## src/rtl/fetch_unit.sv

```systemverilog
// Instruction fetch unit: fetches 16-bit words from a combinational ROM,
// resolves jmp/br/nop locally and hands every other instruction to execute
// through a valid/ready handshake. Keeps a saturating count of issued
// instructions.
module fetch_unit #(
    parameter logic [3:0] RESET_PC = 4'd0
) (
    input  logic        clk,
    input  logic        rst,
    output logic [3:0]  rom_addr,
    input  logic [15:0] rom_data,
    output logic [15:0] inst,
    output logic        inst_valid,
    input  logic        inst_ready,
    input  logic        flag_valid,
    input  logic        zero_flag,
    output logic [3:0]  pc,
    output logic [7:0]  issue_count
);

    localparam logic [1:0] FETCH  = 2'd0;
    localparam logic [1:0] DECODE = 2'd1;
    localparam logic [1:0] BRWAIT = 2'd2;
    localparam logic [1:0] ISSUE  = 2'd3;

    localparam logic [3:0] OP_JMP = 4'b1000;
    localparam logic [3:0] OP_BR  = 4'b1100;

    logic [1:0]  state;
    logic [15:0] ir;
    logic [3:0]  opcode;
    logic [3:0]  target;
    logic        accept;

    assign opcode   = ir[15:12];
    assign target   = ir[11:8];
    assign rom_addr = pc;

    // inst_valid is decoded straight from the state so that an asynchronous
    // reset drops it in the same instant the state returns to FETCH.
    assign inst_valid = (state == ISSUE);
    assign accept     = (state == ISSUE) && inst_ready;

    // Sequencer: state, program counter and instruction register.
    always_ff @(posedge clk or posedge rst) begin
        if (rst) begin
            state <= FETCH;
            pc    <= RESET_PC;
            ir    <= 16'h0000;
        end else begin
            case (state)
                FETCH: begin
                    ir    <= rom_data;
                    pc    <= pc + 4'd1;
                    state <= DECODE;
                end
                DECODE: begin
                    if (opcode == OP_JMP) begin
                        pc    <= target;
                        state <= FETCH;
                    end else if (opcode == OP_BR) begin
                        state <= BRWAIT;
                    end else if (ir == 16'h0000) begin
                        state <= FETCH;
                    end else begin
                        state <= ISSUE;
                    end
                end
                BRWAIT: begin
                    // pc already points past the branch, so a not-taken
                    // branch simply falls through.
                    if (flag_valid) begin
                        if (zero_flag) begin
                            pc <= target;
                        end
                        state <= FETCH;
                    end
                end
                ISSUE: begin
                    if (inst_ready) begin
                        state <= FETCH;
                    end
                end
                default: state <= FETCH;
            endcase
        end
    end

    // Issue register: captured on entry to ISSUE and held afterwards, so it
    // shows the last issued instruction whenever nothing is being offered.
    always_ff @(posedge clk or posedge rst) begin
        if (rst) begin
            inst <= 16'h0000;
        end else if (state == DECODE && opcode != OP_JMP && opcode != OP_BR
                     && ir != 16'h0000) begin
            inst <= ir;
        end
    end

    // Saturating count of accepted instructions.
    always_ff @(posedge clk or posedge rst) begin
        if (rst) begin
            issue_count <= 8'h00;
        end else if (accept && issue_count != 8'hFF) begin
            issue_count <= issue_count + 8'd1;
        end
    end

endmodule

```

## config.mk

```make
export PLATFORM = sky130hd
export DESIGN_NAME = fetch_unit
export DESIGN_NICKNAME = d
export VERILOG_FILES = /design/src/rtl/fetch_unit.sv
export SDC_FILE = /design/constraint.sdc
export NUM_CORES = 1
export LEC_CHECK = 0
export CAP_MARGIN = 20
export CORE_ASPECT_RATIO = 1.75
export CORE_MARGIN = 4
export CORE_UTILIZATION = 48
export CTS_CLUSTER_DIAMETER = 200
export DETAILED_ROUTE_END_ITERATION = 6
export PLACE_DENSITY_LB_ADDON = 0.08
export SLEW_MARGIN = 5
export SYNTH_ARGS = -nofsm -noshare
export SYNTH_HDL_FRONTEND = slang
export SYNTH_SLANG_ARGS = --single-unit
```

## constraint.sdc

```tcl
create_clock -name clk -period 2.3 [get_ports clk]
set_clock_uncertainty 0.05 [all_clocks]
set_input_delay 0.46 -clock clk [delete_from_list [all_inputs] [get_ports clk]]
set_output_delay 0.46 -clock clk [all_outputs]
set_load 0.05 [all_outputs]
```

==> flow_summary.ini <==
[outcome]
status = complete, no violations

[placement]
place_ws_ns = 0.348
dp_hpwl_um = 3440
placed_cell_area_um2 = 2640
portBuffers = 53
gp_congestion = 0.798

[layout]
nNetsFinal = 247
finish.utilization = 0.663
seq_area_um2 = 1150
drive_gt1_frac = 0.150
area_growth_pct = 33.5
fin_area_um2 = 2730
fillCellCount = 340
multi_input_area_um2 = 812
antenna_cells = 0

[worst_setup_path]
r2r_slack_ns = 0.36
cp.depth = 1
setup.worst_path.end = issue_count[3]
cpPeakStageDelay_ns = 0.84
crit_type = flop to output port
required_ns = 1.79
worstSetupStartpoint = issue_count[3]
r2r_end = pc[0]
crit_buf_inv = 1
cp_slowest_cell = clkdlybuf4s50_1
reg2reg_depth = 3
critPathArrivalTime_ns = 1.60
cp_top_family = buffers and inverters
r2r_start = ir[12]
path_max_fanout = 8
critical_path.startpoint_type = flop
cp_cell_sequence = clkdlybuf4s50_1
cp-end-kind = output port

[synthesis]
synth_ff_type = dfrtp_1
ys_seq_area_frac = 0.563
synth_area_um2 = 2040
post-synth-top-count-cell = dfrtp_1
synthCells = 162
synthTopCellsByArea = dfrtp_1 56%, mux2_2 7.7%, ha_1 4.3%, a22o_1 3.9%, mux2_1 2.8%
yosysWarnings = 0
synth.distinct_cells = 38
synthArstFlopShare = 1.00
ys_seq_elements = 46
synthTopCellsByCount = 46 x dfrtp_1, 14 x mux2_2, 9 x a22o_1, 9 x inv_1, 8 x nand2_1
synth_fp_nets = 190
netlist.area_leader.share = 0.563
avgSynthCellArea_um2 = 12.6
synth-edff-count = 0
synth_top_cell_by_area = dfrtp_1

[clocking]
h-tree-depth = 2
postCtsSetupRepairBufs = 0
clkTransAtPathRegs_ns = 0.09
cts_tree = built
clkLatencyLatePin_ns = 0.30
clock_sinks = 46
cts-resized-gates = 0
numCtsBuffers = 5
clockBufferDepth = 2
root_buffer = clkbuf_8
ctsHoldBuffers = 0

[worst_hold_path]
hold_class = input port to asynchronous set/reset pin

[floorplan]
fp-row-count = 31
die_h_um = 94.3
initial_utilization = 0.497
core_area_um2 = 4110
die_x_um = 57.3
dieArea_um2 = 5410
pin_count = 54

[grt]
grt_max_degree = 33
track_usage = 0.188
top_usage_layer = met2
antenna_found_initial = 0
grt_pass1_wl_um = 7920
grt_pass1_vias = 1643
grt_overflow = 0
use_met1 = 0.224
grt_util_met2 = 0.334
use_met3 = 0.0440

[sta]
report.final.slew_viol_count = 0
fmax_mhz = 474
fin_crit_ns = 2.11
final-hold-violation-count = 0
slew_headroom = 0.663
tightest_slew_ns = 0.504
setup_viol = 0
setup_tns_ns = 0
post-route-period-util = 0.918
layout_setup_ws_ns = 0.189
rsz0062_at_grt = no

[drt]
dr.pass1.iters = 4
drt.antenna.violating_nets = 0
first_iter_violations = 20
viasPerCell = 5.57
vias = 1497
route.detailed.drc = 0
drt_wl_total_um = 4530
drt-wirelength-per-cell_um = 16.8

[run]
maxCapViolCount = 0
worst min-delay path by stage:
stage	slack, ns	from	to
floorplan	0.43	ir[7]	inst[7]
global placement	0.43	inst[1]	inst[1]
detailed placement	0.44	inst[4]	inst[4]
CTS	0.42	rst	issue_count[6]
global route	0.44	rst	issue_count[6]
finish	0.40	rst	issue_count[6]
metrics by stage:
step / hold slack, ns / instances
5_1_grt: 0.444 / 269
3_5_place_dp: 0.443 / 261
4_1_cts: 0.420 / 269
2_1_floorplan: 0.427 / 162
6_report: 0.402 / 269
3_3_place_gp: 0.434 / 261
sequential cells by signal, summed over array words and instances, names as in the netlist:
name / cells
ir: 16
inst: 16
issue_count: 8
state: 2
pc: 4
layer usage:
metal  part of all wire  wire length [um]
met5                  0                 0
met2               0.54              2430
met3              0.050               228
met1               0.40              1830
met4             0.0088                40
layout by cell type, fill, tap and decap left out, drive strengths merged, types with 2 or more instances in the layout:
cell type / synthesis / routed
a21oi: 7 / 7
a22o: 9 / 9
a31oi: 6 / 6
a32o: 2 / 2
and3: 3 / 3
buf: 6 / 6
clkbuf: 2 / 7
clkdlybuf4s50: 0 / 52
dfrtp: 46 / 46
ha: 7 / 7
inv: 9 / 9
mux2: 20 / 20
mux2i: 3 / 3
nand2: 8 / 8
nand3: 3 / 3
nand4: 3 / 3
nor2: 4 / 4
nor2b: 2 / 2
nor4: 4 / 4
o21ai: 3 / 3
xor2: 2 / 2
area by class of cell:
| class | instances | share of cell area |
|---|---|---|
| clock buffers | 7 | 0.0317 |
| clock inverters | 1 | 0.00183 |
| inverters | 9 | 0.0124 |
| multi-input cells | 99 | 0.298 |
| flip-flops and latches | 46 | 0.422 |
| well taps | 49 | 0.0225 |
| repair buffers | 58 | 0.212 |
worst register-to-register path, cell delays in order (launching register included):
cell and delay (ns):
dfrtp_1 0.43, or4b_4 0.58, a221oi_4 0.46, mux2_4 0.33
logic make-up (layout without fill, tap and decap cells):
logic type	count (synthesis)	in the layout	synth area share
AO/OA/AOI/OAI	34	34	0.128
XOR/XNOR	3	3	0.0129
adder cells (fa/ha/maj)	7	7	0.0429
buffers and inverters	17	75	0.0392
flip-flops	46	46	0.563
multiplexers	23	23	0.127
AND/OR/NAND/NOR	32	32	0.0870
Power is left out: the tool's default activity adds up to more than one toggle a clock period on the data nets, which glitch-free logic cannot reach.
